**src/rtl/lzd_pkg.sv**
```systemverilog
// Shared widths, types and helpers for the leading-zero/normalise pipeline.
package lzd_pkg;

  localparam int unsigned M                   = 23;
  localparam int unsigned EXTRA_BITS_MANTISSA = 7;
  localparam int unsigned SIGN_MANTISSA_BIT   = 1;
  localparam int unsigned W                   = M + EXTRA_BITS_MANTISSA - SIGN_MANTISSA_BIT;
  localparam int unsigned SHIFT_W             = $clog2(W);
  localparam int unsigned LZC_W               = SHIFT_W + 1;

  typedef logic [W-1:0]     mant_t;
  typedef logic [LZC_W-1:0] lzc_t;

  // Count reported for an all-zero operand: one past any real count.
  localparam lzc_t LZC_ZERO = {1'b1, {SHIFT_W{1'b0}}};

  typedef struct packed {
    lzc_t  lzc;
    mant_t norm;
    logic  a_lt_b;
    logic  zero;
  } lzd_result_t;

  // Magnitude of the difference; the larger operand is always the minuend.
  function automatic mant_t abs_diff(input mant_t a, input mant_t b);
    return (a >= b) ? mant_t'(a - b) : mant_t'(b - a);
  endfunction

endpackage

```
**src/rtl/lzc_tree.sv**
```systemverilog
// Combinational leading-zero counter built as a log-depth pairwise tree.
// Input is padded on the LSB side to a power of two, which leaves the count unchanged.
module lzc_tree #(
  parameter int unsigned WIDTH = 29
) (
  input  logic [WIDTH-1:0]         data,
  output logic                     valid_c,
  output logic [$clog2(WIDTH)-1:0] count_c
);

  localparam int unsigned CW = $clog2(WIDTH);
  localparam int unsigned PW = 1 << CW;

  logic [PW-1:0] padded;

  assign padded = PW'(data) << (PW - WIDTH);

  // Reduce adjacent node pairs level by level; the high-order node wins when it has a one.
  always_comb begin : tree
    logic [PW-1:0] v;
    logic [CW-1:0] c [PW];
    v = padded;
    for (int i = 0; i < int'(PW); i++) begin
      c[i] = '0;
    end
    for (int l = 1; l <= int'(CW); l++) begin
      for (int n = 0; n < int'(PW >> l); n++) begin
        if (v[2*n+1]) begin
          c[n] = c[2*n+1];
        end else begin
          c[n] = c[2*n] | (CW'(1) << (l - 1));
        end
        v[n] = v[2*n+1] | v[2*n];
      end
    end
    valid_c = v[0];
    count_c = c[0];
  end

endmodule

```
**src/rtl/lzd_norm_pipe.sv**
```systemverilog
// Two-stage |A-B| / leading-zero / normalise pipeline with valid/ready on both sides.
// Stage 1 holds the magnitude, stage 2 holds the count, shifted magnitude and flags.
module lzd_norm_pipe
  import lzd_pkg::*;
(
  input  logic             clk,
  input  logic             rst_n,
  input  logic             in_valid,
  output logic             in_ready,
  input  logic             in_mode,
  input  logic [W-1:0]     in_a,
  input  logic [W-1:0]     in_b,
  output logic             out_valid,
  input  logic             out_ready,
  output logic [LZC_W-1:0] out_lzc,
  output logic [W-1:0]     out_norm,
  output logic             out_a_lt_b,
  output logic             out_zero
);

  logic               s1_valid;
  mant_t              s1_d;
  logic               s1_a_lt_b;
  logic               s2_valid;
  lzd_result_t        s2_res;

  logic               s2_load;
  logic               s1_moves;
  mant_t              s1_d_next;
  logic               s1_lt_next;
  logic               tree_valid;
  logic [SHIFT_W-1:0] tree_count;
  lzd_result_t        s2_next;

  // A stage loads when empty or when its contents leave this cycle.
  assign s2_load  = !s2_valid || out_ready;
  assign s1_moves = s1_valid && s2_load;
  assign in_ready = !s1_valid || s1_moves;

  // Operand selection and magnitude for stage 1.
  always_comb begin
    s1_lt_next = !in_mode && (in_a < in_b);
    s1_d_next  = in_mode ? in_a : abs_diff(in_a, in_b);
  end

  // Stage 1 register.
  always_ff @(posedge clk or negedge rst_n) begin
    if (!rst_n) begin
      s1_valid  <= 1'b0;
      s1_d      <= '0;
      s1_a_lt_b <= 1'b0;
    end else if (in_ready) begin
      s1_valid <= in_valid;
      if (in_valid) begin
        s1_d      <= s1_d_next;
        s1_a_lt_b <= s1_lt_next;
      end
    end
  end

  lzc_tree #(
    .WIDTH (W)
  ) u_lzc_tree (
    .data    (s1_d),
    .valid_c (tree_valid),
    .count_c (tree_count)
  );

  // Count, barrel-shift normalise and flags for stage 2.
  always_comb begin
    s2_next        = '0;
    s2_next.zero   = !tree_valid;
    s2_next.lzc    = tree_valid ? LZC_W'(tree_count) : LZC_ZERO;
    s2_next.norm   = s1_d << tree_count;
    s2_next.a_lt_b = s1_a_lt_b;
  end

  // Stage 2 register; drives the outputs directly.
  always_ff @(posedge clk or negedge rst_n) begin
    if (!rst_n) begin
      s2_valid <= 1'b0;
      s2_res   <= '0;
    end else if (s2_load) begin
      s2_valid <= s1_valid;
      if (s1_valid) begin
        s2_res <= s2_next;
      end
    end
  end

  assign out_valid  = s2_valid;
  assign out_lzc    = s2_res.lzc;
  assign out_norm   = s2_res.norm;
  assign out_a_lt_b = s2_res.a_lt_b;
  assign out_zero   = s2_res.zero;

endmodule

```
**config.mk**
```make
export PLATFORM = sky130hd
export DESIGN_NAME = lzd_norm_pipe
export DESIGN_NICKNAME = d
export VERILOG_FILES = /design/src/rtl/lzd_pkg.sv /design/src/rtl/lzc_tree.sv /design/src/rtl/lzd_norm_pipe.sv
export SDC_FILE = /design/constraint.sdc
export NUM_CORES = 1
export LEC_CHECK = 0
export BUFFER_PORTS_ARGS = -buffer_cell sky130_fd_sc_hd__buf_4
export CORE_AREA = 3 3 122 124
export CTS_CLUSTER_SIZE = 24
export DETAILED_ROUTE_END_ITERATION = 16
export DIE_AREA = 0 0 125 127
export HOLD_SLACK_MARGIN = 0.06
export PLACE_DENSITY = 0.73
export SETUP_SLACK_MARGIN = 0.3
export SLEW_MARGIN = 25
export SYNTH_ARGS = -nofsm -noshare
export SYNTH_HDL_FRONTEND = slang
export SYNTH_SLANG_ARGS = --single-unit
```
**constraint.sdc**
```tcl
create_clock -name clk -period 3.95 [get_ports clk]
set_input_delay 0.395 -clock clk [delete_from_list [all_inputs] [get_ports clk]]
set_output_delay 0.395 -clock clk [all_outputs]
set_load 0.005 [all_outputs]
```
Word-level counts from Yosys, hierarchy flattened. Cells that the tools add are included.

Magnitude comparators: 2. Muxes and demuxes: 32. Bitwise operators: 28. Reduce and logical (&&, ||, !) cells: 10. Add/sub/neg operators: 2. Shift-type cells: 1.

Operators by type and width (count): $mux W29 (2); $sub A29 B29 Y29 (2); $mux W5 (8); $ge A29 B29 Y1 (1); $lt A29 B29 Y1 (1); $shl A29 B5 Y29 (1); $or A1 B1 Y1 (28); $mux W1 (14); $mux W2 (4); $mux W3 (2); $mux W6 (1); $logic_not A1 Y1 (4); $mux W4 (1); $reduce_and A2 Y1 (2); $logic_and A1 B1 Y1 (2); $logic_or A1 B1 Y1 (2).

Register bits after elaboration: 69. Output and inout port bits: 39. Input bits: 63.

Depth between registers and ports, before layout. Gate-level depths: netlist (run 1).

Depth in word-level cells: 6. Depth in mapped cells: 15.

Hierarchy. From an unflattened synthesis (run 1), not the netlist that was laid out.

Cell total of the unflattened synthesis: 1030. Area total of the unflattened synthesis: 7734.9 µm².

Modules (own cells, without submodules): lzd_norm_pipe (cells each 980, area each 7423.4 µm², instances 1); lzc_tree (cells each 50, area each 311.5 µm², instances 1).

Least setup slack after synthesis (run 1). OpenSTA, ideal clock, no wires.

Kind: input-to-reg. Start: in in_a[12]. End: reg s1_d[7]. Arrival time: 2.784 ns. Cell stages on the path: 15. Data required time: 3.813 ns. Setup slack: 1.029 ns. Cell sequence: inv_1 -> ha_1 -> clkbuf_1 -> a21oi_1 -> o21ai_0 -> or2_2 -> o21a_1 -> a21oi_4 -> and2_1 -> buf_4 -> buf_2 -> nand2_1 -> a31oi_1 -> mux2i_1 -> o211ai_1.

Cells in the longest elaborated chain, start to end: 3.

Ends and longest elaborated chain: from (decl) (line lzd_norm_pipe.sv:11) `input logic [W-1:0] in_a,`; $ge A29 B29 Y1 (line lzd_pkg.sv:26) `return (a >= b) ? mant_t'(a - b) : mant_t'(b - a);`; $mux W29 (line lzd_pkg.sv:26); $mux W29 (line lzd_norm_pipe.sv:43) `s1_d_next = in_mode ? in_a : abs_diff(in_a, in_b);`; to (signal assigned) (line lzd_norm_pipe.sv:55) `s1_d <= s1_d_next;`; to (decl) (line lzd_norm_pipe.sv:22) `mant_t s1_d;`.

No other way between the ends. A chain may end at the register's enable or synchronous reset.

Worst setup path after layout (run 1).
Start: in in_a[8]. End: reg s1_d[7].

Same word-level chain as after synthesis.

==> metrics.yaml, run 1 <==
timing:
  whs_ps: 168
  worst_pin_slew_ps: 991
  setup_viol: 0
  rsz0062_at_grt: "false"
  fmax_mhz: 294
  maxSlewHeadroom_pct: 33.9
  skew_ps: 4.57
  fin_crit_ps: 3400
  hold_viol_final: 0
  slew_violations: 0
  tns_ps: 0
  timing.final.ws_setup_ps: 554
  post-route-period-util_pct: 86.0
synthesis:
  ys.warnings.count: 0
  synth_ff_type: "dfrtp_1"
  yosysTopAreaCell: "dfrtp_1"
  ys_top_cells_by_area: "dfrtp_1 (22%), mux2i_1 (9.7%), ha_1 (9.3%)"
  syn_area_per_cell_um2: 7.63
  syn_nets: 1123
  synth.most_common_cell: "nand2_1"
  netlist_area_um2: 7640
  ys_seq_elements: 68
  synth-edff-count: 0
  synth_common_cells: "nand2_1 (144), a21oi_1 (89), inv_1 (77)"
  synth_cell_types: 74
  synth_top_area_share_pct: 22.3
  synthCells: 1001
  seq_area_frac_synth_pct: 22.3
  async_flop_share_pct: 100
critical_path:
  cpPeakStageDelay_ps: 560
  worstPathRequired_ps: 4140
  crit_arrival_ps: 3590
  worstSetupEndpointType: "flop"
  crit_fanout: 14
  criticalPathCategory: "in2reg"
  cpMaxStageDelayCell: "and2_1"
  cp_common_cell: "buf_4"
  crit_path_start_kind: "input pin"
  worstPathCellList: "buf_4 -> inv_1 -> ha_1 -> a21oi_1 -> o21ai_0 -> or2_2 -> o21a_1 -> a21oi_4 -> and2_1 -> buf_4 -> nand2_1 -> a31oi_1 -> mux2i_1 -> o211ai_1"
detailed_routing:
  wirelength_um: 23400
  drt-pass1-iter-count: 5
  wl_per_cell_um: 18.4
  via_count: 7819
  drc: 0
  dr.first_iter.drc_count: 803
  vias_per_cell: 6.17
  ant_nets: 0
floorplan:
  dieArea_um2: 15900
  placementRows: 43
  core-area_um2: 13900
  ios: 102
  dieWidth_um: 125
  die_h_um: 127
  start_util_pct: 55.0
cells_and_area:
  nFillCells: 1291
  instances_no_fill: 1268
  nets: 1205
  area_growth_pct: 16.7
  drive_above_1_share_pct: 16.7
  fin_area_um2: 8910
  diodes: 0
min_path:
  hold_class: "in2async"
clock_network:
  tritoncts: "built"
  hold_buffers: 0
  h-tree-depth: 3
  cts_sinks: 68
  clk_transition_reported_paths_ps: 50
  cts_buffer_depth: 2
  clockRootBuffer: "clkbuf_16"
  numCtsBuffers: 9
  clock_latency_ps: 340
global_route:
  gr-usage-all-layers_pct: 28.8
  grt_overflow: 0
  grt_pass1_vias: 7457
  grt_antenna_before_repair: 0
  grt_max_degree: 69
  grt_pass1_wl_um: 38200
place:
  place_worst_setup_slack_ps: 115
  place_congestion: 0.920
  portBuffers: 101
  placed_cell_area_um2: 8580
  dp.cells: 1250
  dp_hpwl_um: 18200
run:
  max_cap_viol_count: 0
power_and_ir_drop:
  power_density_nw_per_um2: 457
  leakage_nw: 4.36
  peakVddDrop_v: 0.000235
outcome:
  status: "finished, final reports clean"
-- flip-flops by register name (all words and copies together) (netlist names) --
signal      cells
out_a_lt_b      1
out_lzc         6
out_norm       29
out_valid       1
s1_a_lt_b       1
s1_d           29
s1_valid        1
-- path summary, 6_finish.rpt --
kind | from | end | slack, ps | depth (start not counted)
hold reg to reg | out_lzc[4] | out_lzc[4] | 480 | 2
max in group asynchronous | rst_n | s1_d[26] | 3250 | 1
hold / removal | rst_n | out_a_lt_b | 170 | 1
setup / recovery | in_a[8] | s1_d[7] | 550 | 14
min in group clk | in_valid | s1_valid | 260 | 2
setup reg to reg | s1_d[21] | out_norm[22] | 560 | 11
-- metrics by stage --
step | util [%] | power (W)
final | 64.2 | 0.00407
after global routing | 64.2 | 0.00433
after CTS | 64.0 | 0.00403
after detailed placement | 61.8 | 0.00320
after global placement | 61.8 | 0.00318
after floorplan | - | 0.00247
-- worst max-delay path, delay by kind of cell --
| family | cells | cell delay, ps |
|---|---|---|
| AND/OR/NAND/NOR | 3 | 970 |
| multiplexers | 1 | 210 |
| adder cells (fa/ha/maj) | 1 | 390 |
| AO/OA/AOI/OAI | 6 | 1180 |
| buffers and inverters | 3 | 450 |
-- timing repair --
| action | 4_1_cts | 5_1_grt |
|---|---|---|
| resized for setup | 0 | 3 |
| endpoints found under the hold margin | 0 | 0 |
| setup endpoints to repair | 0 | 11 |
| buffers inserted | 0 | 2 |
-- where the power goes --
| part | internal, W | leakage, nW | switching [W] |
|---|---|---|---|
| clock network | 0.000521 | 0.149 | 0.000303 |
| registers | 0.000911 | 0.845 | 0.000211 |
| logic | 0.000955 | 3.37 | 0.00117 |
| total | 0.00239 | 4.36 | 0.00169 |
-- layout make-up --
class	count	area, µm²	area share (%)
inverters	77	289	3.24
flip-flops and latches	68	1700	19.1
clock buffers	12	256	2.88
multi-input cells	795	5390	60.5
repair buffers	132	1000	11.3
clock inverters	4	47.5	0.533
well taps	180	225	2.53
-- routing by layer --
metal | global-route usage (%) | routed length, µm
met5 | 0 | 0
met1 | 38.1 | 10100
met3 | 2.51 | 1350
met4 | 10.6 | 629
met2 | 49.5 | 11300
-- cell families after synthesis --
kind of cell	Yosys count	share of synthesized area [%]
simple gates	315	19.3
compound gates	312	26.7
fa+ha+maj	59	9.86
xor+xnor	21	2.41
buf+inv	138	7.50
flops	68	22.3
mux	88	12.0
-- placed cells by master (no fill, tap or decap), drive strengths merged, types with 4 or more instances in the layout --
master and count:
nand2 146, buf 132, a21oi 90, inv 77, mux2i 75, o21ai 73
dfrtp 68, nor2 66, ha 57, o221ai 21, nor3 18, a21o 15
xnor2 14, a211oi 13, nor4 13, o21bai 12, nand3 12, nand4 12
mux2 12, clkbuf 12, o211ai 11, nand2b 10, a221oi 10, o21a 9
o31ai 8, and2 8, a211o 8, nor2b 8, xor2 7, a31oi 6
nor3b 5, a22o 5, o22ai 5, nand3b 4, a22oi 4
No activity file was read; power rests on OpenSTA's default activity.
==> run 2: changes to the inputs <==
- clock period: 3.95 -> 3.86 ns (I/O delays scaled with it)
==> run 2 against run 1 <==
Compared with the run above:
- via count up 1.2%
- hold slack got worse by 15 ps
- combinational power rose by 2%
==> metrics.yaml, run 2 (same netlist as run 1, synthesis figures left out) <==
critical_path:
  crit_path_start_kind: "flop"
  timing.rr.end: "out_norm[17]"
  crit_fanout: 10
  criticalPathCategory: "reg2reg"
  reg2reg_depth: 10
  crit_arrival_ps: 3560
  ff2ff_setup_slack_ps: 520
  worstSetupEndpointType: "flop"
  worstPathRequired_ps: 4080
  rr_startpoint: "s1_d[26]"
detailed_routing:
  drt-pass1-iter-count: 6
  drc: 0
  via_count: 7910
  wirelength_um: 23300
  vias_per_cell: 6.21
  ant_nets: 0
  dr.first_iter.drc_count: 772
  wl_per_cell_um: 18.3
timing:
  skew_ps: 7.42
  fin_crit_ps: 3340
  slew_violations: 0
  fmax_mhz: 300
  whs_ps: 154
  setup_viol: 0
  post-route-period-util_pct: 86.4
  hold_viol_final: 0
  worst_pin_slew_ps: 979
  rsz0062_at_grt: "true"
  tns_ps: 0
  maxSlewHeadroom_pct: 34.7
floorplan:
  start_util_pct: 55.0
  die_h_um: 127
  dieArea_um2: 15900
  ios: 102
  placementRows: 43
  dieWidth_um: 125
  core-area_um2: 13900
run:
  max_cap_viol_count: 0
global_route:
  grt_overflow: 0
  gr-usage-all-layers_pct: 28.8
  grt_antenna_before_repair: 0
  grt_pass1_wl_um: 37900
  grt_pass1_vias: 7586
  grt_max_degree: 69
cells_and_area:
  diodes: 0
  drive_above_1_share_pct: 17.0
  area_growth_pct: 16.8
  final_common_cell: "nand2_1"
  fin_area_um2: 8930
  nets: 1210
  final_cell_mix: "nand2_1 (143), buf_4 (136), a21oi_1 (89)"
min_path:
  hold_class: "in2async"
place:
  portBuffers: 101
  place_congestion: 0.926
  placed_cell_area_um2: 8610
  dp_hpwl_um: 18300
clock_network:
  clockRootBuffer: "clkbuf_16"
  hold_buffers: 0
  cts_buffer_depth: 2
  cts.repair.resized: 0
  numCtsBuffers: 9
  clock_latency_ps: 340
  clk_transition_reported_paths_ps: 60
  tritoncts: "built"
  cts_sinks: 68
  h-tree-depth: 3
  post_cts_buffers: 0
outcome:
  status: "finished, final reports clean"
power_and_ir_drop:
  leakage_nw: 4.38
  power_density_nw_per_um2: 465
  peakVddDrop_v: 0.000254
run 2: area by class of cell:
class	count	area [µm²]
multi-input combinational	796	5390
timing repair buffer	136	1020
clock buffer	12	256
sequential	68	1700
tap	180	225
clock inverter	4	47.5
inverter	77	289
fill	1268	4950
run 2: how the worst max path moves through the flow:
stage,start,to,slack (ps),depth (start not counted)
floorplan,in_a[12],s1_d[7],950,15
global placement,in_a[15],s1_d[24],230,13
detailed placement,in_a[15],s1_d[7],190,14
CTS,s1_d[26],out_norm[22],430,9
global route,s1_d[19],out_norm[17],300,10
finish,s1_d[26],out_norm[17],520,10
run 2: critical path: stages (launching register included):
cell	delay, ps
dfrtp_1	470
nor4_4	520
nand2_4	180
nor2_4	170
o311ai_2	180
o21ai_4	230
mux2i_1	450
mux2i_1	190
mux2i_1	350
o22ai_1	170
a211o_1	300
run 2: per-layer routing:
layer / global-route usage (%) / share of wire, % / vias up / routed length, µm
li1: - / - / 3782 / -
met4: 11.7 / 3.6 / 0 / 837
met5: 0 / 0 / - / 0
met3: 4.14 / 6.5 / 66 / 1510
met2: 48.1 / 47 / 365 / 10900
met1: 37.7 / 43 / 3697 / 10100
run 2: where the power goes:
part / internal, W / leakage [nW] / switching [W]
combinational: 0.000974 / 3.39 / 0.00120
clock: 0.000532 / 0.149 / 0.000295
sequential: 0.000933 / 0.845 / 0.000213
total: 0.00244 / 4.38 / 0.00171
run 2: metrics by stage:
step                      utilization, %  total power (W)  cells  setup slack [ps]
after detailed placement            62.0          0.00328   1256               189
final                               64.3          0.00415   1273               524
after global placement              62.0          0.00325   1256               229
after floorplan                        -          0.00253   1001               948
after global routing                64.3          0.00443   1273               304
after CTS                           64.2          0.00412   1272               431
